[config.mk]
export PLATFORM = sky130hd
export DESIGN_NAME = conv_layer_sequencer_flat
export DESIGN_NICKNAME = d
export VERILOG_FILES = /design/src/rtl/conv_layer_sequencer_if.sv /design/src/rtl/conv_layer_sequencer.sv /design/src/flat_wrapper.sv
export SDC_FILE = /design/constraint.sdc
export NUM_CORES = 1
export LEC_CHECK = 0
export ABC_AREA = 1
export CAP_MARGIN = 30
export CORE_ASPECT_RATIO = 1.4
export CORE_MARGIN = 2
export CORE_UTILIZATION = 35
export DETAILED_ROUTE_END_ITERATION = 10
export GPL_TIMING_DRIVEN = 0
export MAX_ROUTING_LAYER = met4
export PLACE_DENSITY = 0.76
export SLEW_MARGIN = 20
export SYNTH_ARGS = -nofsm -noshare
export SYNTH_HDL_FRONTEND = slang
export SYNTH_SLANG_ARGS = --single-unit
[constraint.sdc]
create_clock -name clk -period 1.3 [get_ports clk]
set_input_delay 0.195 -clock clk [delete_from_list [all_inputs] [get_ports clk]]
set_output_delay 0.195 -clock clk [all_outputs]
set_load 0.005 [all_outputs]
[src/rtl/conv_layer_sequencer_if.sv]
// Bus bundle between the conv layer sequencer and its environment:
// layer control handshake, layer memories and the accelerator datapath.
// master = sequencer side, slave = memories / accelerator / top control.
interface conv_layer_sequencer_if #(
    parameter int N  = 16,
    parameter int k  = 3,
    parameter int AW = 8,
    parameter int FW = 2,
    parameter int OW = 8
) ();
    // layer control
    logic               start;
    logic               busy;
    logic               done;
    logic               error;

    // activation memory
    logic               act_rd_en;
    logic [AW-1:0]      act_addr;

    // weight memory
    logic               wt_rd_en;
    logic [FW-1:0]      wt_addr;
    logic [k*k*N-1:0]   wt_data;

    // accelerator
    logic               acc_rst_n;
    logic               acc_ce;
    logic [k*k*N-1:0]   acc_weight;
    logic               acc_valid_op;
    logic               acc_end_op;
    logic [N-1:0]       acc_data_out;

    // output memory
    logic               out_wr_en;
    logic [OW-1:0]      out_addr;
    logic [N-1:0]       out_data;

    modport master (
        input  start, wt_data, acc_valid_op, acc_end_op, acc_data_out,
        output busy, done, error, act_rd_en, act_addr, wt_rd_en, wt_addr,
               acc_rst_n, acc_ce, acc_weight, out_wr_en, out_addr, out_data
    );

    modport slave (
        output start, wt_data, acc_valid_op, acc_end_op, acc_data_out,
        input  busy, done, error, act_rd_en, act_addr, wt_rd_en, wt_addr,
               acc_rst_n, acc_ce, acc_weight, out_wr_en, out_addr, out_data
    );
endinterface

[src/rtl/conv_layer_sequencer.sv]
// Convolution layer sequencer: runs NUM_FILT filters one at a time through
// the conv -> ReLU -> max-pool accelerator (kernel fetch, accelerator clear,
// n*n activation stream, pooled-output capture into output memory).
//
// Optional build macro: ACC_TIMEOUT_EN
//   defined   : DRAIN watchdog of TIMEOUT cycles; on expiry the layer is
//               aborted, sticky error is raised and done still pulses.
//   undefined : error tied to 0, DRAIN waits for all pooled outputs.
//
// state   | meaning
// --------+-----------------------------------------------------------
// IDLE    | waiting for start; accelerator held in reset
// WREQ    | weight read request for the current filter
// WLAT    | weight data returned, latched into acc_weight
// CLEAR   | clear activation / output counters, accelerator still reset
// STREAM  | issue n*n activation reads, capture pooled outputs
// DRAIN   | keep accelerator enabled until POOL_OUTS outputs captured
// NEXT    | advance to next filter or finish the layer
// DONE    | one-cycle done pulse
module conv_layer_sequencer #(
    parameter int N        = 16,
    parameter int n        = 6,
    parameter int k        = 3,
    parameter int p        = 2,
    parameter int NUM_FILT = 4,
    parameter int AW       = 8,
    parameter int FW       = 2,
    parameter int OW       = 8,
    parameter int TIMEOUT  = 64
) (
    input  logic                   clk,
    input  logic                   global_rst,
    conv_layer_sequencer_if.master bus
);

    localparam int POOL_SIDE = (n - k + 1) / p;
    localparam int POOL_OUTS = POOL_SIDE * POOL_SIDE;
    localparam int OCW       = $clog2(POOL_OUTS + 1);
    localparam int AREA      = n * n;

    typedef enum logic [2:0] {
        S_IDLE, S_WREQ, S_WLAT, S_CLEAR, S_STREAM, S_DRAIN, S_NEXT, S_DONE
    } state_t;

    state_t             state_q, state_d;
    logic [FW-1:0]      filt_q, filt_d;
    logic [AW-1:0]      act_cnt_q, act_cnt_d;
    logic [OCW-1:0]     out_cnt_q, out_cnt_d;
    logic [k*k*N-1:0]   acc_weight_q, acc_weight_d;
    logic               acc_ce_q, acc_ce_d;
    logic               out_wr_en_q, out_wr_en_d;
    logic [OW-1:0]      out_addr_q, out_addr_d;
    logic [N-1:0]       out_data_q, out_data_d;
    logic               wd_expire;
    logic               capture;
    logic               unused_ok;

    // a pooled output is accepted only while the accelerator is running and
    // the per-filter quota is not yet full; surplus outputs are dropped
    assign capture = ((state_q == S_STREAM) || (state_q == S_DRAIN))
                     && bus.acc_valid_op
                     && (out_cnt_q < OCW'(POOL_OUTS));

    // state and datapath registers, synchronous active-low reset
    always_ff @(posedge clk) begin
        if (!global_rst) begin
            state_q      <= S_IDLE;
            filt_q       <= '0;
            act_cnt_q    <= '0;
            out_cnt_q    <= '0;
            acc_weight_q <= '0;
            acc_ce_q     <= 1'b0;
            out_wr_en_q  <= 1'b0;
            out_addr_q   <= '0;
            out_data_q   <= '0;
        end else begin
            state_q      <= state_d;
            filt_q       <= filt_d;
            act_cnt_q    <= act_cnt_d;
            out_cnt_q    <= out_cnt_d;
            acc_weight_q <= acc_weight_d;
            acc_ce_q     <= acc_ce_d;
            out_wr_en_q  <= out_wr_en_d;
            out_addr_q   <= out_addr_d;
            out_data_q   <= out_data_d;
        end
    end

    // next-state logic
    always_comb begin
        state_d = state_q;
        case (state_q)
            S_IDLE:   if (bus.start) state_d = S_WREQ;
            S_WREQ:   state_d = S_WLAT;
            S_WLAT:   state_d = S_CLEAR;
            S_CLEAR:  state_d = S_STREAM;
            S_STREAM: if (act_cnt_q == AW'(AREA - 1)) state_d = S_DRAIN;
            S_DRAIN: begin
                if (out_cnt_q == OCW'(POOL_OUTS)) state_d = S_NEXT;
                else if (wd_expire)               state_d = S_DONE;
            end
            S_NEXT: begin
                if (filt_q == FW'(NUM_FILT - 1)) state_d = S_DONE;
                else                             state_d = S_WREQ;
            end
            S_DONE:   state_d = S_IDLE;
            default:  state_d = S_IDLE;
        endcase
    end

    // counters, kernel latch and output-write capture
    always_comb begin
        filt_d       = filt_q;
        act_cnt_d    = act_cnt_q;
        out_cnt_d    = out_cnt_q;
        acc_weight_d = acc_weight_q;
        acc_ce_d     = (state_q == S_STREAM);
        out_wr_en_d  = 1'b0;
        out_addr_d   = out_addr_q;
        out_data_d   = out_data_q;

        case (state_q)
            S_IDLE:   if (bus.start) filt_d = '0;
            S_WLAT:   acc_weight_d = bus.wt_data;
            S_CLEAR: begin
                act_cnt_d = '0;
                out_cnt_d = '0;
            end
            S_STREAM: act_cnt_d = act_cnt_q + 1'b1;
            S_NEXT:   if (filt_q != FW'(NUM_FILT - 1)) filt_d = filt_q + 1'b1;
            default: ;
        endcase

        if (capture) begin
            out_wr_en_d = 1'b1;
            out_data_d  = bus.acc_data_out;
            out_addr_d  = OW'(filt_q) * OW'(POOL_OUTS) + OW'(out_cnt_q);
            out_cnt_d   = out_cnt_q + 1'b1;
        end
    end

    // state-decoded outputs
    always_comb begin
        bus.busy      = (state_q != S_IDLE);
        bus.done      = (state_q == S_DONE);
        bus.wt_rd_en  = (state_q == S_WREQ);
        bus.act_rd_en = (state_q == S_STREAM);
        bus.acc_rst_n = (state_q == S_STREAM) || (state_q == S_DRAIN) ||
                        (state_q == S_NEXT)   || (state_q == S_DONE);
    end

    // acc_ce lags act_rd_en by one cycle and is held high while draining
    assign bus.acc_ce     = acc_ce_q | (state_q == S_DRAIN);
    assign bus.act_addr   = act_cnt_q;
    assign bus.wt_addr    = filt_q;
    assign bus.acc_weight = acc_weight_q;
    assign bus.out_wr_en  = out_wr_en_q;
    assign bus.out_addr   = out_addr_q;
    assign bus.out_data   = out_data_q;

`ifdef ACC_TIMEOUT_EN
    localparam int WDW = $clog2(TIMEOUT + 1);

    logic [WDW-1:0] wd_q, wd_d;
    logic           error_q, error_d;

    assign wd_expire = (state_q == S_DRAIN) && (wd_q == WDW'(TIMEOUT - 1))
                       && (out_cnt_q < OCW'(POOL_OUTS));

    // watchdog counts DRAIN cycles; error is sticky until the next start
    always_comb begin
        wd_d    = '0;
        error_d = error_q;
        if (state_q == S_DRAIN)             wd_d    = wd_q + 1'b1;
        if ((state_q == S_IDLE) && bus.start) error_d = 1'b0;
        if (wd_expire)                      error_d = 1'b1;
    end

    // watchdog registers
    always_ff @(posedge clk) begin
        if (!global_rst) begin
            wd_q    <= '0;
            error_q <= 1'b0;
        end else begin
            wd_q    <= wd_d;
            error_q <= error_d;
        end
    end

    assign bus.error = error_q;
    assign unused_ok = &{1'b0, bus.acc_end_op};
`else
    localparam logic [31:0] TIMEOUT_BITS = TIMEOUT;

    assign wd_expire = 1'b0;
    assign bus.error = 1'b0;
    assign unused_ok = &{1'b0, bus.acc_end_op, TIMEOUT_BITS[0]};
`endif

endmodule
[src/flat_wrapper.sv]
// flat-port wrapper written by rule: the top's interface ports become plain ports
module conv_layer_sequencer_flat 
#(
    parameter int N        = 16,
    parameter int n        = 6,
    parameter int k        = 3,
    parameter int p        = 2,
    parameter int NUM_FILT = 4,
    parameter int AW       = 8,
    parameter int FW       = 2,
    parameter int OW       = 8,
    parameter int TIMEOUT  = 64
)
  (clk, global_rst, bus_start, bus_wt_data, bus_acc_valid_op, bus_acc_end_op, bus_acc_data_out, bus_busy, bus_done, bus_error, bus_act_rd_en, bus_act_addr, bus_wt_rd_en, bus_wt_addr, bus_acc_rst_n, bus_acc_ce, bus_acc_weight, bus_out_wr_en, bus_out_addr, bus_out_data);
  conv_layer_sequencer_if #(.N(N), .k(k), .AW(AW), .FW(FW), .OW(OW)) bus_i ();
  input  logic clk;
  input  logic global_rst;
  input wire logic [$bits(bus_i.start)-1:0] bus_start;
  input wire logic [$bits(bus_i.wt_data)-1:0] bus_wt_data;
  input wire logic [$bits(bus_i.acc_valid_op)-1:0] bus_acc_valid_op;
  input wire logic [$bits(bus_i.acc_end_op)-1:0] bus_acc_end_op;
  input wire logic [$bits(bus_i.acc_data_out)-1:0] bus_acc_data_out;
  output wire logic [$bits(bus_i.busy)-1:0] bus_busy;
  output wire logic [$bits(bus_i.done)-1:0] bus_done;
  output wire logic [$bits(bus_i.error)-1:0] bus_error;
  output wire logic [$bits(bus_i.act_rd_en)-1:0] bus_act_rd_en;
  output wire logic [$bits(bus_i.act_addr)-1:0] bus_act_addr;
  output wire logic [$bits(bus_i.wt_rd_en)-1:0] bus_wt_rd_en;
  output wire logic [$bits(bus_i.wt_addr)-1:0] bus_wt_addr;
  output wire logic [$bits(bus_i.acc_rst_n)-1:0] bus_acc_rst_n;
  output wire logic [$bits(bus_i.acc_ce)-1:0] bus_acc_ce;
  output wire logic [$bits(bus_i.acc_weight)-1:0] bus_acc_weight;
  output wire logic [$bits(bus_i.out_wr_en)-1:0] bus_out_wr_en;
  output wire logic [$bits(bus_i.out_addr)-1:0] bus_out_addr;
  output wire logic [$bits(bus_i.out_data)-1:0] bus_out_data;
  assign bus_i.start = bus_start;
  assign bus_i.wt_data = bus_wt_data;
  assign bus_i.acc_valid_op = bus_acc_valid_op;
  assign bus_i.acc_end_op = bus_acc_end_op;
  assign bus_i.acc_data_out = bus_acc_data_out;
  assign bus_busy = bus_i.busy;
  assign bus_done = bus_i.done;
  assign bus_error = bus_i.error;
  assign bus_act_rd_en = bus_i.act_rd_en;
  assign bus_act_addr = bus_i.act_addr;
  assign bus_wt_rd_en = bus_i.wt_rd_en;
  assign bus_wt_addr = bus_i.wt_addr;
  assign bus_acc_rst_n = bus_i.acc_rst_n;
  assign bus_acc_ce = bus_i.acc_ce;
  assign bus_acc_weight = bus_i.acc_weight;
  assign bus_out_wr_en = bus_i.out_wr_en;
  assign bus_out_addr = bus_i.out_addr;
  assign bus_out_data = bus_i.out_data;
  conv_layer_sequencer #(.N(N), .n(n), .k(k), .p(p), .NUM_FILT(NUM_FILT), .AW(AW), .FW(FW), .OW(OW), .TIMEOUT(TIMEOUT)) u_core (.clk(clk), .global_rst(global_rst), .bus(bus_i));
endmodule
Word-level counts from Yosys, hierarchy flattened
Index checks and enable logic that the tools add are counted.
Widths: inputs -> output; s select.
{ "word_totals": {"reg_bits": 186} }
{ "op_classes": {"add_sub_neg": 4, "order_cmp": 1, "n_eq_ne": 15, "mux": 12, "bitwise_logic": 1, "n_reduce_logical": 12} }
{ "ops": {"columns": ["cell", "n"], "rows": [
  ["$pmux 3 s8", 1],
  ["$mux 3", 6],
  ["$pmux 8 s2", 1],
  ["$eq 3x3->1 const B", 5],
  ["$add 8x1->8 const B", 1],
  ["$eq 8x6->1 const B", 1],
  ["$eq 3x2->1 const B", 2],
  ["$ne 2x2->1 const B", 3],
  ["$reduce_and 3->1", 2],
  ["$reduce_bool 2->1", 3],
  ["$add 4x3->5", 1],
  ["$mux 2", 2],
  ["$ne 2x1->1 const B", 2],
  ["$pmux 2 s2", 1],
  ["$add 3x1->3 const B", 1],
  ["$eq 3x1->1 const B", 1],
  ["$logic_not 3->1", 1],
  ["$logic_or 1x1->1", 3],
  ["$lt 3x3->1 const B", 1],
  ["$reduce_bool 3->1", 1],
  ["$add 2x1->2 const B", 1],
  ["$eq 2x2->1 const B", 1],
  ["$logic_and 1x1->1", 2],
  ["$mux 1", 1],
  ["$or 1x1->1", 1]
]} }

Logic depth before layout (Yosys ltp)
{ "depth": {"word_depth": 5, "mapped_depth": 9, "depth_no_buf": 9} }

Worst setup path before layout
No wires, ideal clock.
{ "synth_path": {"path_kind": "flip-flop to flip-flop", "from": "reg u_core.state_q[0]", "to": "reg u_core.acc_weight_q[27], in the netlist u_core.bus.acc_weight[27]", "arrival_time_ps": 1153, "required_time_ps": 1230, "slack_ps": 77, "stages_incl_launch_ff": 8, "period_less_slack_ps": 1223, "path_cell_list": "dfxtp_1 > inv_2 > nand3_2 > inv_2 > buf_2 > buf_2 > nand2_1 > a21oi_1"} }
{ "synth_via": {"elab_chain_cells": 1} }
{ "synth_rtl": {"columns": ["item", "line", "rtl"], "rows": [
  ["start, declared", "conv_layer_sequencer.sv:45", "state_t state_q, state_d;"],
  ["start signal, assigned", "conv_layer_sequencer.sv:77", "state_q <= state_d;"],
  ["$eq 3x2->1", "conv_layer_sequencer.sv:122", "case (state_q)"],
  ["end signal, assigned", "conv_layer_sequencer.sv:81", "acc_weight_q <= acc_weight_d;"],
  ["end, declared", "conv_layer_sequencer.sv:49", "logic [k*k*N-1:0] acc_weight_q, acc_weight_d;"]
]} }
No other way between the ends.
A chain may end at the register's enable or synchronous reset.

Worst setup path in the final report
{ "layout_path": {"from": "reg u_core.state_q[0]", "to": "out bus_done"} }
{ "layout_via": {"elab_chain_cells": 1} }
{ "layout_rtl": {"columns": ["item", "line", "rtl"], "rows": [
  ["$eq 3x3->1", "conv_layer_sequencer.sv:145", "bus.done = (state_q == S_DONE);"],
  ["end, declared", "flat_wrapper.sv:24", "output wire logic [$bits(bus_i.done)-1:0] bus_done;"]
]} }
No other way between the ends.

==> impl_summary.log <==
INFO  metric outcome = complete, but fails checks
INFO  metric failed_checks = negative setup slack
INFO  metric ios = 351
INFO  metric num_antenna_cells = 0
INFO  metric synth_cells = 855
INFO  metric first_pass_iters = 6
INFO  metric final_period_minus_worst_setup_slack = 1420 ps
INFO  metric postLayoutCellArea = 13500 um2
INFO  metric rsz_0062_raised_after_global_routing = true
INFO  metric later_pin_clock_latency_in_the_skew_report = 430 ps
INFO  metric layout.cells.most_common = nand2_1
INFO  metric cts_htree_levels = 4
INFO  metric cellPowerDensity = 1220 nW/um2
INFO  metric final_antenna_net_count = 0
INFO  metric post_synth_instance_area = 6610 um2
INFO  metric clk_pin_slew = 70 ps
INFO  metric cellLeakagePower = 0.00587 uW
INFO  metric global_route_wire_length_before_repair = 40000 um
INFO  metric r2r_slack = -110 ps
INFO  metric worst_slew_pin_slew = 660 ps
INFO  metric timing.final.setup_violations = 98
INFO  metric wirelength = 28000 um
INFO  metric finish.net_count = 1464
INFO  metric drc = 0
INFO  metric finalWeightedCongestion = 0.880
INFO  metric num_vias = 7575
INFO  metric grt_start_max_net_pins = 19
INFO  metric placeableCoreArea = 18500 um2
INFO  metric required = 1110 ps
INFO  metric max_freq = 705 MHz
INFO  metric relSlewSlack = 56.0%
INFO  metric maxCapViolations = 0
INFO  metric final.setup_skew = 15.6 ps
INFO  metric fp.dieH = 167 um
INFO  metric layout_common_cells = nand2_1 (190), dlygate4sd2_1 (169), clkdlybuf4s50_1 (163), dfxtp_1 (122), a21oi_2 (91)
INFO  metric finalHoldViolCount = 0
INFO  metric fin_setup_tns = -4210 ps
INFO  metric total_power = 16400 uW
INFO  metric placement.io_buffers = 345
INFO  metric antenna_found_initial = 0
INFO  metric die-width = 120 um
INFO  metric clk_path_buf_depth = 2
INFO  metric placed_area = 10400 um2
INFO  metric clock_sinks = 183
INFO  metric initial_core_util = 35.7%
INFO  metric synth.lib_cells_used.distinct = 21
INFO  metric critical_path_class = reg -> out
INFO  metric final.hold.worst_slack = 313 ps
INFO  metric postLayoutSetupSlackWorst = -118 ps
INFO  metric worst_r2r_path_depth = 9
INFO  metric worstPathMaxFanout = 3
INFO  metric track_usage = 26.2%
INFO  metric post_route_cells_drive_above_1_share = 37.7%
INFO  metric final_max_slew_viol_count = 0
INFO  metric hp-class = in -> reg
INFO  metric power.ir.vdd_worst = 0.000787 V
INFO  metric portion_of_the_post_synthesis_area_used_by_sequential_elements = 55.4%
INFO  metric initialDrtViolationCount = 350
INFO  metric syn_to_final_growth = 103%
INFO  metric layout_worst_path_cycle_share = 109%
INFO  metric fp.dieArea = 20000 um2
INFO  metric cp_data_arrival_time = 1220 ps
INFO  metric cts_tree = built
INFO  metric synth.yosys.warnings = 0
INFO  metric synth.ff_latch_count = 183
INFO  metric worst_setup_start_kind = flop
INFO  metric dp.final_hpwl = 16800 um
INFO  metric first_global_vias = 7531
INFO  metric tritoncts.num_buffers = 17
INFO  metric setup.worst_path.end_class = output pin
INFO  metric sum_of_overflow_across_all_layers_after_global_routing = 0
INFO  metric cts-root-buf = clkbuf_16
INFO  metric drt-vias-per-instance = 4.89
INFO  metric worst_hold_path_stage_count = 3
INFO  metric avgRoutedWirePerCell = 18.0 um
INFO  metric cts.hold.buffers_added = 0
INFO  metric postSynthAreaPerCell = 7.73 um2
INFO  metric num_rows = 59
cells by family after synthesis:
family,count (synthesis),synth area share [%]
flip-flops,183,55.4
AND/OR/NAND/NOR,397,23.2
adder cells (fa/ha/maj),6,1.14
AO/OA/AOI/OAI,188,14.2
other,1,0.0567
buffers and inverters,80,5.96
final timing paths:
check | startpoint | end
setup / recovery | u_core.state_q[0]$_SDFFE_PN0P_ | bus_done
hold reg to reg | u_core.bus.acc_weight[94]$_SDFFE_PN0P_ | u_core.bus.acc_weight[94]$_SDFFE_PN0P_
hold / removal | bus_wt_data[99] | u_core.bus.acc_weight[99]$_SDFFE_PN0P_
setup reg to reg | u_core.state_q[2]$_SDFFE_PN0P_ | u_core.bus.acc_weight[23]$_SDFFE_PN0P_
sequential cells by signal, summed over array words and instances, names as in the netlist:
register               cells
u_core.bus.acc_weight    144
u_core.bus.act_addr        8
u_core.bus.out_data       16
u_core.bus.wt_addr         2
u_core.state_q             3
u_core.out_cnt_q           3
u_core.bus.out_wr_en       1
u_core.acc_ce_q            1
u_core.bus.out_addr        5
cell usage after synthesis, drive strengths merged:
master / count / area (um2)
a21oi: 157 / 786
a31oi: 1 / 6.26
and3: 1 / 6.26
buf: 30 / 206
clkbuf: 29 / 109
conb: 1 / 3.75
dfxtp: 183 / 3660
ha: 6 / 75.1
inv: 21 / 78.8
nand2: 317 / 1190
nand3: 14 / 80.1
nand4: 2 / 12.5
nor2: 58 / 218
nor3: 4 / 20.0
nor3b: 1 / 7.51
o21ai: 30 / 150
report_power, final:
part	switching, uW	total [uW]	leakage, uW	internal [uW]
Clock	2510	5440	0.000299	2930
Combinational	2070	4610	0.00406	2540
Sequential	284	6310	0.00151	6030
Total	4860	16400	0.00587	11500
cell type report:
| type | instances | area (um2) |
|---|---|---|
| Fill cell | 1300 | 5080 |
| Timing Repair Buffer | 417 | 4330 |
| Sequential cell | 183 | 3760 |
| Multi-Input combinational cell | 595 | 3700 |
| Buffer | 57 | 613 |
| Clock buffer | 17 | 425 |
| Tap cell | 244 | 305 |
| Clock inverter | 15 | 186 |
| Inverter | 21 | 129 |
| Timing Repair inverter | 1 | 8.76 |
per-layer routing:
metal / up-vias / share of wire [%] / global-route usage [%] / routed length [um]
met5: - / 0 / - / 0
met4: 0 / 4.4 / 12.7 / 1240
met3: 69 / 5.2 / 5.55 / 1460
met2: 293 / 54 / 47.0 / 15100
met1: 3593 / 36 / 26.8 / 10200
li1: 3620 / - / - / -
worst max-delay path, cell delays in order, from the launching register on:
cell,delay (ps)
dfxtp_4,380
inv_6,50
buf_6,120
nor3_2,90
buf_2,150
stage by stage:
| step | cells | utilization [%] | setup WS [ps] |
|---|---|---|---|
| floorplan | 858 | - | 76.9 |
| global placement | 1447 | 56.0 | -952 |
| detailed placement | 1447 | 56.0 | -980 |
| CTS | 1548 | 68.6 | -195 |
| global route | 1550 | 72.6 | -179 |
| finish | 1550 | 72.6 | -118 |
what timing repair did:
item | CTS | global route
pin swaps | 69 | 49
cloned | 25 | 3
setup endpoints to repair | 358 | 190
buffers inserted | 44 | 9
hold endpoints to repair | 0 | 0
gates resized for setup | 563 | 267
No activity file was read; power rests on OpenSTA's default activity.
